<file path="config.mk">
export PLATFORM = sky130hd
export DESIGN_NAME = alib_circular_fifo_ext
export DESIGN_NICKNAME = d
export VERILOG_FILES = /design/src/rtl/alib_fifo_pkg.sv /design/src/rtl/alib_sdp_ram.sv /design/src/rtl/alib_circular_fifo_ext.sv
export SDC_FILE = /design/constraint.sdc
export NUM_CORES = 1
export LEC_CHECK = 0
export ABC_AREA = 1
export CAP_MARGIN = 0
export CORE_UTILIZATION = 50
export CTS_BUF_LIST = sky130_fd_sc_hd__clkbuf_4 sky130_fd_sc_hd__clkbuf_8
export DETAILED_ROUTE_END_ITERATION = 16
export PLACE_DENSITY = 0.79
export RECOVER_POWER = 50
export SYNTH_ARGS = -nofsm -noshare
export SYNTH_HDL_FRONTEND = slang
export SYNTH_SLANG_ARGS = --single-unit
</file>
<file path="constraint.sdc">
create_clock -name clk -period 2.4 [get_ports clk]
set_input_delay 0.36 -clock clk [delete_from_list [all_inputs] [get_ports clk]]
set_output_delay 0.36 -clock clk [all_outputs]
set_load 0.02 [all_outputs]
</file>
<file path="src/rtl/alib_fifo_pkg.sv">
// Shared definitions for the alib FIFO family: overwrite-mode encodings and
// the address-width helper.
package alib_fifo_pkg;

  localparam int unsigned FIFO_MODE_DROP      = 0;
  localparam int unsigned FIFO_MODE_OVERWRITE = 1;

  // Smallest r with 2**r >= n; evaluated at elaboration for pointer widths.
  function automatic int unsigned clog2(input int unsigned n);
    int unsigned r;
    r = 0;
    for (int unsigned v = 1; v < n; v = v << 1) begin
      r = r + 1;
    end
    return r;
  endfunction

endpackage

</file>
<file path="src/rtl/alib_sdp_ram.sv">
// Simple dual-port, single-clock memory with a registered, read-first read port.
// Only the read register is reset; array contents are left uninitialised.
module alib_sdp_ram
  import alib_fifo_pkg::*;
#(
  parameter int unsigned WIDTH = 8,
  parameter int unsigned DEPTH = 16,
  localparam int unsigned AW   = clog2(DEPTH)
) (
  input  logic             clk,
  input  logic             rst,
  input  logic             wr_en,
  input  logic [AW-1:0]    wr_addr,
  input  logic [WIDTH-1:0] wr_data,
  input  logic             rd_en,
  input  logic [AW-1:0]    rd_addr,
  output logic [WIDTH-1:0] rd_data
);

  logic [WIDTH-1:0] mem [DEPTH];

  always_ff @(posedge clk) begin
    if (wr_en) begin
      mem[wr_addr] <= wr_data;
    end
  end

  // Same-address read and write returns the old word.
  always_ff @(posedge clk or posedge rst) begin
    if (rst) begin
      rd_data <= '0;
    end else if (rd_en) begin
      rd_data <= mem[rd_addr];
    end
  end

endmodule

</file>
<file path="src/rtl/alib_circular_fifo_ext.sv">
// Circular FIFO with registered read, fill level, almost-full/empty thresholds,
// sticky overflow/underflow flags and an optional overwrite-oldest mode.
module alib_circular_fifo_ext
  import alib_fifo_pkg::*;
#(
  parameter int unsigned WIDTH     = 8,
  parameter int unsigned DEPTH     = 16,
  parameter int unsigned AF_TH     = DEPTH - 2,
  parameter int unsigned AE_TH     = 2,
  parameter int unsigned OVERWRITE = FIFO_MODE_DROP,
  localparam int unsigned AW       = clog2(DEPTH)
) (
  input  logic             clk,
  input  logic             rst,
  input  logic [WIDTH-1:0] data_in,
  input  logic             wr_en,
  input  logic             rd_en,
  input  logic             clr_flags,
  output logic [WIDTH-1:0] data_out,
  output logic             data_valid,
  output logic [AW:0]      level,
  output logic             full,
  output logic             empty,
  output logic             almost_full,
  output logic             almost_empty,
  output logic             overflow,
  output logic             underflow
);

  typedef logic [AW-1:0] ptr_t;
  typedef logic [AW:0]   lvl_t;

  localparam bit OW_EN = (OVERWRITE == FIFO_MODE_OVERWRITE);

  ptr_t wr_ptr;
  ptr_t rd_ptr;
  logic wr_acc;
  logic rd_acc;
  logic ow_pop;
  logic lvl_inc;
  logic lvl_dec;
  logic ovf_set;
  logic unf_set;

  assign full         = (level == lvl_t'(DEPTH));
  assign empty        = (level == '0);
  assign almost_full  = (level >= lvl_t'(AF_TH));
  assign almost_empty = (level <= lvl_t'(AE_TH));

  // A full FIFO with a concurrent read frees the slot wr_ptr points at; the
  // read-first RAM returns the oldest word while the new one lands there.
  always_comb begin
    rd_acc  = rd_en & ~empty;
    wr_acc  = wr_en & (~full | rd_en | OW_EN);
    ow_pop  = wr_en & full & ~rd_en & OW_EN;
    lvl_inc = wr_acc & ~rd_acc & ~full;
    lvl_dec = rd_acc & ~wr_acc;
    ovf_set = wr_en & full & ~rd_en;
    unf_set = rd_en & empty;
  end

  always_ff @(posedge clk or posedge rst) begin
    if (rst) begin
      wr_ptr     <= '0;
      rd_ptr     <= '0;
      level      <= '0;
      data_valid <= 1'b0;
      overflow   <= 1'b0;
      underflow  <= 1'b0;
    end else begin
      if (wr_acc) begin
        wr_ptr <= wr_ptr + ptr_t'(1);
      end
      if (rd_acc || ow_pop) begin
        rd_ptr <= rd_ptr + ptr_t'(1);
      end
      if (lvl_inc) begin
        level <= level + lvl_t'(1);
      end else if (lvl_dec) begin
        level <= level - lvl_t'(1);
      end
      data_valid <= rd_acc;
      overflow   <= ovf_set | (overflow & ~clr_flags);
      underflow  <= unf_set | (underflow & ~clr_flags);
    end
  end

  alib_sdp_ram #(
    .WIDTH(WIDTH),
    .DEPTH(DEPTH)
  ) u_ram (
    .clk    (clk),
    .rst    (rst),
    .wr_en  (wr_acc),
    .wr_addr(wr_ptr),
    .wr_data(data_in),
    .rd_en  (rd_acc),
    .rd_addr(rd_ptr),
    .rd_data(data_out)
  );

endmodule
</file>
# After elaboration in Yosys (flattened, before gate mapping)
# Memories as Yosys holds them, arrays and structs flattened. A register that Yosys moved wholly into a read port is not among the register bits.
# Index checks and enable logic that the tools add are counted.
[totals] register_bits=16 latchBits=0 mem_bits_rw=128 mem_bits_ro=0 input_bits=13 output_inout_bits=20 wordCells=39 memories=1
[memory_table] name="u_ram.mem" words=16 width=8 rd=1 rd_clocked_by_memory_dff=1 write_ports=1 line="alib_sdp_ram.sv:20" text="logic [WIDTH-1:0] mem [DEPTH];"
[op_classes] n_addsub=4 mul=0 div_mod_pow=0 magnitude_cmp=2 n_eq_ne=1 n_shift=0 mux=4 bitwise_logic=19 n_reduce_logical=2
[op_table] cell="1-bit AND" count=10
[op_table] cell="5-bit 2-to-1 mux" count=2
[op_table] cell="4-bit by 1-bit adder with 4-bit output, second input constant" count=2
[op_table] cell="1-bit inverter" count=6
[op_table] cell="5-bit by 1-bit adder with 5-bit output, second input constant" count=1
[op_table] cell="5-bit equality test, second input constant" count=1
[op_table] cell="5-bit by 4-bit >= comparator with 1-bit output, second input constant" count=1
[op_table] cell="5-bit by 2-bit <= comparator with 1-bit output, second input constant" count=1
[op_table] cell="5-bit logical NOT" count=1
[op_table] cell="5-bit by 1-bit subtractor with 5-bit output, second input constant" count=1
[op_table] cell="1-bit bitwise OR" count=3
[op_table] cell="1-bit 2-to-1 mux" count=2
[op_table] cell="2-bit nonzero test" count=1

# Logic depth before layout (Yosys ltp)
# Gate-level depths: netlist of run 1.
[logic_depth] ltp_word=8 ltp_mapped=14 depth_no_buf=14

# Modules after synthesis
# Synthesis of run 1 repeated with hierarchy kept, for this count alone.
[hier_totals] hier_cells=579 area_unflattened_um2=6483.7
[modules_own_cells] mod="alib_sdp_ram" instances=1 cells_each=482 area_each_um2=5595.4 seq_area_each_um2=4043.9
[modules_own_cells] mod="alib_circular_fifo_ext" instances=1 cells_each=97 area_each_um2=888.4 seq_area_each_um2=400.4

# Worst setup path after synthesis of run 1
# OpenSTA, ideal clock, no wires.
[synth_timing] kind="register -> register" start="register level[1]" end="register level[4]" setup_ns=0.113 arrival_ns=2.087 t_required_ns=2.287 path_slack_ns=0.200 stages_incl_launch_ff=15 n_path_buf=0 synth_period_minus_slack_ns=2.200 cell_sequence="dfrtp_1 nor2_2 nand3_2 inv_2 a21oi_4 nand2_4 fa_1 nand3_1 nand3_1 inv_1 nand3_1 nand2_1 nand2_1 nand2_1 inv_1"
[synth_via] elab_chain_cells=7 word_cells_on_any_way=17 classes_between="add/sub: 2; eq/ne: 1; mux: 2; bitwise: 10; reduce/logical: 2"
[synth_lines] element="start: declaration" line="alib_circular_fifo_ext.sv:21" text="output logic [AW:0] level,"
[synth_lines] element="start signal: assignment" line="alib_circular_fifo_ext.sv:78" text="level <= level + lvl_t'(1);"
[synth_lines] element="start signal: assignment" line="alib_circular_fifo_ext.sv:80" text="level <= level - lvl_t'(1);"
[synth_lines] element="5-bit equality test *" line="alib_circular_fifo_ext.sv:45" text="assign full = (level == lvl_t'(DEPTH));"
[synth_lines] element="net full" line="alib_circular_fifo_ext.sv:22" text="output logic full,"
[synth_lines] element="1-bit inverter *" line="alib_circular_fifo_ext.sv:54, alib_circular_fifo_ext.sv:56"
[synth_lines] element="1-bit bitwise OR" line="alib_circular_fifo_ext.sv:54" text="wr_acc = wr_en & (~full | rd_en | OW_EN);"
[synth_lines] element="1-bit AND" line="alib_circular_fifo_ext.sv:54"
[synth_lines] element="1-bit AND / 1-bit inverter (equally long branches)" line="alib_circular_fifo_ext.sv:56, alib_circular_fifo_ext.sv:57"
[synth_lines] element="1-bit AND (on tied branches)" line="alib_circular_fifo_ext.sv:56, alib_circular_fifo_ext.sv:57"
[synth_lines] element="5-bit 2-to-1 mux / 2-bit nonzero test (equally long branches)"
# Mark *: on every way through the listed nets, which the timed path passes. The rest lies on a longest branch. The select of a mux whose other input is x is not followed.
# A chain may end at the register's enable or synchronous reset.

# Worst setup path in the final report of run 1
[layout_timing] start="register level[2]" end="output port almost_empty"
[layout_via] elab_chain_cells=1
[layout_lines] element="5-bit by 2-bit <= comparator with 1-bit output" line="alib_circular_fifo_ext.sv:48" text="assign almost_empty = (level <= lvl_t'(AE_TH));"
[layout_lines] element="end: declaration" line="alib_circular_fifo_ext.sv:25" text="output logic almost_empty,"
# Every way passes these cells.

==> results of run 1 <==
## cells by family (layout without fill, tap and decap cells)
logic type,count (synthesis),count (layout),synth area share
buffers and inverters,144,210,0.08603
adder cells (fa/ha/maj),9,9,0.01776
AND/OR/NAND/NOR,352,352,0.2211
flip-flops,152,152,0.6572
XOR/XNOR,8,8,0.01036
AO/OA/AOI/OAI,7,7,0.007586
## layer usage
layer / global-route usage / share of wire / wire [um] / up-vias
met5: 0 / 0 / 0 / -
met4: 0.1050 / 0.025 / 369 / 0
met3: 0.06178 / 0.074 / 1071 / 34
met2: 0.3838 / 0.53 / 7625 / 198
met1: 0.2629 / 0.37 / 5437 / 2257
li1: - / - / - / 2252
## how the worst max path moves through the flow
stage                     depth (start not counted)            to     start
after floorplan                                  14      level[4]  level[1]
after global routing                              4  almost_empty  level[2]
after global placement                           13      level[4]     rd_en
final                                             4  almost_empty  level[2]
after detailed placement                         13      level[4]     rd_en
after CTS                                         4          full  level[1]
## power by group
group	internal (uW)	switching, uW	total (uW)
sequential	3270	233	3500
combinational	1160	2280	3440
clock	1340	921	2260
## worst max-delay path, stage by stage (launching register included)
cell and delay (ps):
dfrtp_1 440, nor2_2 210, nand2_1 70, a21oi_1 110
clkdlybuf4s50_1 610
## what timing repair did
item | CTS | global route
endpoints found under the setup margin | 0 | 1
hold buffers | 0 | 0
gates resized for setup | 0 | 1
## flip-flops by register name (all words and copies together), names as in the netlist
signal and count:
data_valid 1, overflow 1, level 5, rd_ptr 4, u_ram.mem 128, underflow 1, wr_ptr 4, u_ram.rd_data 8
## Yosys cell counts
library cell / instances / area, um2
buf_2: 18 / 90.09
a21oi_1: 2 / 10.01
buf_4: 3 / 22.52
nand2_1: 218 / 818.3
inv_1: 114 / 427.9
nor3_1: 1 / 5.000
o21ai_0: 1 / 5.000
o22ai_1: 1 / 6.260
nand4_1: 2 / 12.51
dfrtp_1: 24 / 600.6
inv_2: 1 / 3.750
o32ai_1: 1 / 8.760
nand3_1: 106 / 530.5
ha_1: 8 / 100.1
buf_1: 1 / 3.750
nor2_1: 16 / 60.06
xor2_1: 8 / 70.07
nand2_4: 1 / 11.26
a21oi_4: 1 / 16.27
nand3_2: 2 / 20.02
clkbuf_1: 4 / 15.01
clkinv_1: 2 / 7.510
o21ai_1: 1 / 5.000
buf_6: 1 / 11.26
fa_1: 1 / 20.02
nand2_2: 4 / 25.02
nor2_2: 2 / 12.51
edfxtp_1: 128 / 3844
## area by class of cell
type | count | area, um2 | area share
clock inverter | 14 | 227.7 | 0.02902
timing repair buffer | 61 | 541.8 | 0.06904
multi-input combinational | 376 | 1732 | 0.2207
inverter | 117 | 439.2 | 0.05596
clock buffer | 18 | 241.5 | 0.03077
tap | 176 | 220.2 | 0.02806
sequential | 152 | 4446 | 0.5665
## per-stage QoR
step                setup WS [ps]  power [uW]  utilization
global route                49.57        9730       0.5926
floorplan                   200.4        5798            -
global placement            123.6        6808       0.5582
finish                      151.7        9206       0.5926
detailed placement          54.26        6941       0.5582
CTS                         59.59        9223       0.5936
==> results by group, run 1 <==
Run status
  – Status: finished clean

Global routing
  – Initial antenna violation count: 0
  – Vias in the first global route: 4,753
  – Remaining global-route overflow: 0
  – Tot GR Track Use: 0.2247
  – First-pass GRT wire length: 23.61 mm
  – Largest net degree at the start of global routing: 67

Floorplan
  – Core ar.: 13,240 um2
  – Die ar.: 13,990 um2
  – Die Span X: 118.3 um
  – # IOs: 33
  – Die Y: 118.3 um
  – Initial Utilization: 0.5107
  – FP Rows: 42

Worst setup path
  – Worst reg2reg path depth: 8
  – FF-to-FF setup slack: 230 ps
  – Worst endpoint required time: 2040 ps
  – CP Class: reg -> out
  – Reg2reg end: u_ram.mem[12][0]
  – Critical path arrival: 1890 ps
  – Worst setup SP type: register
  – Crit-path max FO: 5
  – Worst reg2reg startpoint: level[1]
  – Crit. End Element: output pin

Synth
  – Synth Net Count: 694
  – Yosys reg bits: 152
  – Synthesized cell area: 6763 um2
  – Ys Warns: 0
  – Mapped Cells: 672
  – Post-synthesis sequential area ratio: 0.6572
  – Avg Synthesized Cell Area: 10.06 um2
  – Cell variety after synth: 28

Cells and area
  – Final Net Count: 747
  – Filler cells: 1,047
  – Area Overhead vs Synth: 16.04%
  – Layout cell share with drive strength beyond 1: 0.08943
  – Most frequent cells in the layout: 220 x nand2_1, 128 x edfxtp_1, 113 x inv_1, 106 x nand3_1, 25 x buf_4
  – Final instance area: 7848 um2
  – Diode count: 0
  – Commonest non-fill, non-tap cell in the layout: nand2_1
  – Finished Layout Cells: 914

CTS
  – Maximum buffer depth of the clock tree: 2
  – # clock sinks: 152
  – Root buffer cell: clkbuf_8
  – Reg clk slew, reported paths: 70 ps
  – Htree depth: 4
  – TritonCTS clock tree: yes
  – CTS Buf Count: 17
  – Setup Buffers After CTS: 0
  – Clk Latency, worst-skew pair: 450 ps

Detailed routing
  – DR vias: 4,741
  – Drt pass-1 iters: 5
  – DRT iter0 DRCs: 418
  – Post-route ant nets: 0
  – DRC viols: 0
  – Drt wl/cell: 15.87 um
  – Routed wire length: 14.50 mm
  – Via-to-Cell Ratio: 5.187

STA
  – TNS Setup: 0 ps
  – Fmax: 444.8 MHz
  – Slew @ Worst Pin: 1256 ps
  – WHS: 485.6 ps
  – Hold Violations, Final: 0
  – Clock Skews: 9.452 ps
  – Final Max Tran Viols: 0
  – Final worst-path cycle share: 0.9368
  – RSZ-0062 raised after global routing: false
  – Final setup fails: 0
  – Min cycle time layout: 2248 ps
  – Worst rel slew slack: 0.1627

Placed design
  – DPL Wire Length: 9.132 mm
  – Cell area after placement: 7392 um2
  – Routability cong.: 0.8788
  – PortBufs: 32
  – Placed Cells: 882

Worst hold path
  – WHS Endpoint: u_ram.rd_data[1]
  – Worst hold stages: 2
  – Hold Startpoint: u_ram.rd_data[1]
  – Hold Path Class: reg -> reg

Power and ir drop
  – Power per cell area: 1173 nW/um2
  – Peak VDD IR: 0.7185 mV
  – Pleak: 0.003497 uW

Run
  – Max cap viols: 0
(Power assumes the default switching activity.)
==> inputs of run 2 (changes only) <==
Settings changed: SYNTH_HIERARCHICAL set to 1.
==> run 2 against run 1 <==
  * Register-to-register slack worse by 40 ps
  * Sequential share of layout area up 2.9 points
  * Clock skew down 0.64 ps
  * Die area down 4.1%
  * Utilization down 0.13 points
  * Critical path depth unchanged
  * Power down 1.2%
  * Combinational power down 3%
  * Area after synthesis down 4.1%
  * Clock power about the same
  * Flip-flop and latch count unchanged
  * Clock-buffer cell count up 1
  * Largest power group unchanged
  * Highest routed layer unchanged
==> results by group, run 2 <==
Floorplan
  – Core ar.: 12,620 um2
  – Initial Utilization: 0.5138
  – FP Rows: 41
  – # IOs: 33
  – Die ar.: 13,430 um2
  – Die Span X: 115.9 um
  – Die Y: 115.9 um

Placed design
  – Setup Slack @ Placement: 88.96 ps
  – DPL Wire Length: 8.795 mm
  – Routability cong.: 0.8678
  – PortBufs: 32

Detailed routing
  – Routed wire length: 14.04 mm
  – Drt wl/cell: 17.32 um
  – Post-route ant nets: 0
  – Drt pass-1 iters: 5
  – DRT iter0 DRCs: 445
  – Via-to-Cell Ratio: 5.423
  – DR vias: 4,398
  – DRC viols: 0

Worst setup path
  – Critical path arrival: 1950 ps
  – Worst endpoint required time: 2040 ps
  – Buf/Inv on CP: 2
  – Critical Path Max Stage Delay: 590 ps
  – Worst reg2reg path depth: 17
  – Crit-path max FO: 5
  – Master of the slowest instance on the critical path: clkdlybuf4s50_1
  – CP Cell Sequence: nor2_2, nand3_2, inv_1, clkdlybuf4s50_1
  – WP depth: 4
  – CP delay by family, top: buffers and inverters
  – Crit. End Element: output pin
  – Worst reg2reg startpoint: level[2]
  – FF-to-FF setup slack: 190 ps
  – CP Capture Point: empty
  – Worst setup SP type: register
  – CP Class: reg -> out
  – Crit. Startpoint: level[2]
  – Reg2reg end: level[4]

Cells and area
  – Sequential Area: 4446 um2
  – Max reg flops: 128
  – Final Net Count: 646
  – Filler cells: 1,019
  – Area Overhead vs Synth: 15.09%
  – Top reg by flops: u_ram/mem
  – Diode count: 0
  – Biggest regs: u_ram/mem: 128 flops, u_ram/rd_data: 8 flops, level: 5 flops
  – Layout cell share with drive strength beyond 1: 0.1017
  – Most frequent cells in the layout: 220 x nand2_1, 128 x edfxtp_1, 104 x nand3_1, 23 x dfrtp_1, 23 x clkdlybuf4s50_1
  – Area of the multi-input gates: 1724 um2
  – Commonest non-fill, non-tap cell in the layout: nand2_1

CTS
  – Setup Buffers After CTS: 0
  – Reg clk slew, reported paths: 70 ps
  – CTS Buf Count: 17
  – Clk Latency, worst-skew pair: 430 ps
  – CTS Hold Buffers Added: 0
  – # clock sinks: 152
  – Maximum buffer depth of the clock tree: 2
  – TritonCTS clock tree: yes
  – Cts repair resizes: 0
  – Htree depth: 4
  – Root buffer cell: clkbuf_8

Global routing
  – Largest net degree at the start of global routing: 68
  – Tot GR Track Use: 0.2268
  – Initial antenna violation count: 0
  – Vias in the first global route: 4,253
  – First-pass GRT wire length: 22.03 mm
  – Remaining global-route overflow: 0

Synth
  – Fraction of registers with async set/reset: 0.1579
  – Avg Synthesized Cell Area: 11.20 um2
  – Ys Warns: 6
  – Top cell type's share of synthesized area: 0.5928
  – Post-synth EDFFs: 128
  – Synthesized cell area: 6484 um2
  – Mapped Cells: 579
  – Top area cells in the synthesized netlist: edfxtp_1 59%, nand2_1 13%, dfrtp_1 9.3%
  – Cell variety after synth: 25
  – Yosys reg bits: 152
  – Post-synthesis sequential area ratio: 0.6854
  – Count leader, synth: nand2_1
  – Largest area contributor in the netlist: edfxtp_1
  – Most instantiated cells after synthesis: 220 x nand2_1, 128 x edfxtp_1, 104 x nand3_1
  – Ys flop type: edfxtp_1
  – Synth Net Count: 598

Run
  – Max cap viols: 0

STA
  – Hold Violations, Final: 0
  – Slew @ Worst Pin: 900.9 ps
  – Final worst-path cycle share: 0.9620
  – Final setup fails: 0
  – Worst rel slew slack: 0.3994
  – Min cycle time layout: 2309 ps
  – WHS: 327.4 ps
  – Fmax: 433.1 MHz
  – Clock Skews: 8.812 ps
  – Setup ws final: 91.11 ps
  – Final Max Tran Viols: 0
  – TNS Setup: 0 ps
  – RSZ-0062 raised after global routing: false

Power and ir drop
  – Pleak: 0.002975 uW
  – Pwr Total: 9093 uW
  – Peak VDD IR: 0.9341 mV
  – Power per cell area: 1219 nW/um2

Run status
  – Status: finished clean

Worst hold path
  – Hold Path Class: in -> async
[run 2: power by group]
group	internal (uW)	switching, uW
Sequential	3250	263
Clock	1360	898
Combinational	1130	2190
[run 2: cells by family after synthesis]
kind of cell	synth area share
AO/OA/AOI/OAI	0.007914
flip-flops	0.6855
adder cells (fa/ha/maj)	0.01274
XOR/XNOR	0.01216
AND/OR/NAND/NOR	0.2331
buffers and inverters	0.04863
[run 2: layout make-up]
type | instances | share of cell area
Timing Repair Buffer | 54 | 0.06791
Sequential cell | 152 | 0.5957
Clock inverter | 12 | 0.03001
Inverter | 26 | 0.01308
Clock buffer | 19 | 0.03337
Tap cell | 172 | 0.02884
Multi-Input combinational cell | 376 | 0.2311
[run 2: worst min-delay path by stage]
stage / cells past startpoint / slack [ps] / end / from
floorplan: 1 / 180 / u_ram/rd_data[0] / rst
global placement: 2 / 470 / u_ram/rd_data[1] / u_ram/rd_data[1]
detailed placement: 2 / 460 / u_ram/rd_data[5] / u_ram/rd_data[5]
CTS: 2 / 180 / u_ram/rd_data[6] / rst
global route: 2 / 350 / u_ram/rd_data[7] / rst
finish: 2 / 330 / u_ram/rd_data[6] / rst
[run 2: metal layers]
layer | vias to the layer above | part of all wire | track usage
met2 | 185 | 0.50 | 0.3599
met3 | 34 | 0.067 | 0.04916
met4 | 0 | 0.030 | 0.1222
met5 | - | 0 | 0
met1 | 2126 | 0.41 | 0.2936
li1 | 2053 | - | -
[run 2: per-stage QoR]
| stage | cell area (um2) | cells | utilization |
|---|---|---|---|
| floorplan | 6484 | 579 | - |
| CTS | 7466 | 811 | 0.5916 |
| global route | 7462 | 811 | 0.5913 |
| global placement | 6993 | 780 | 0.5541 |
| detailed placement | 6993 | 780 | 0.5541 |
| finish | 7462 | 811 | 0.5913 |
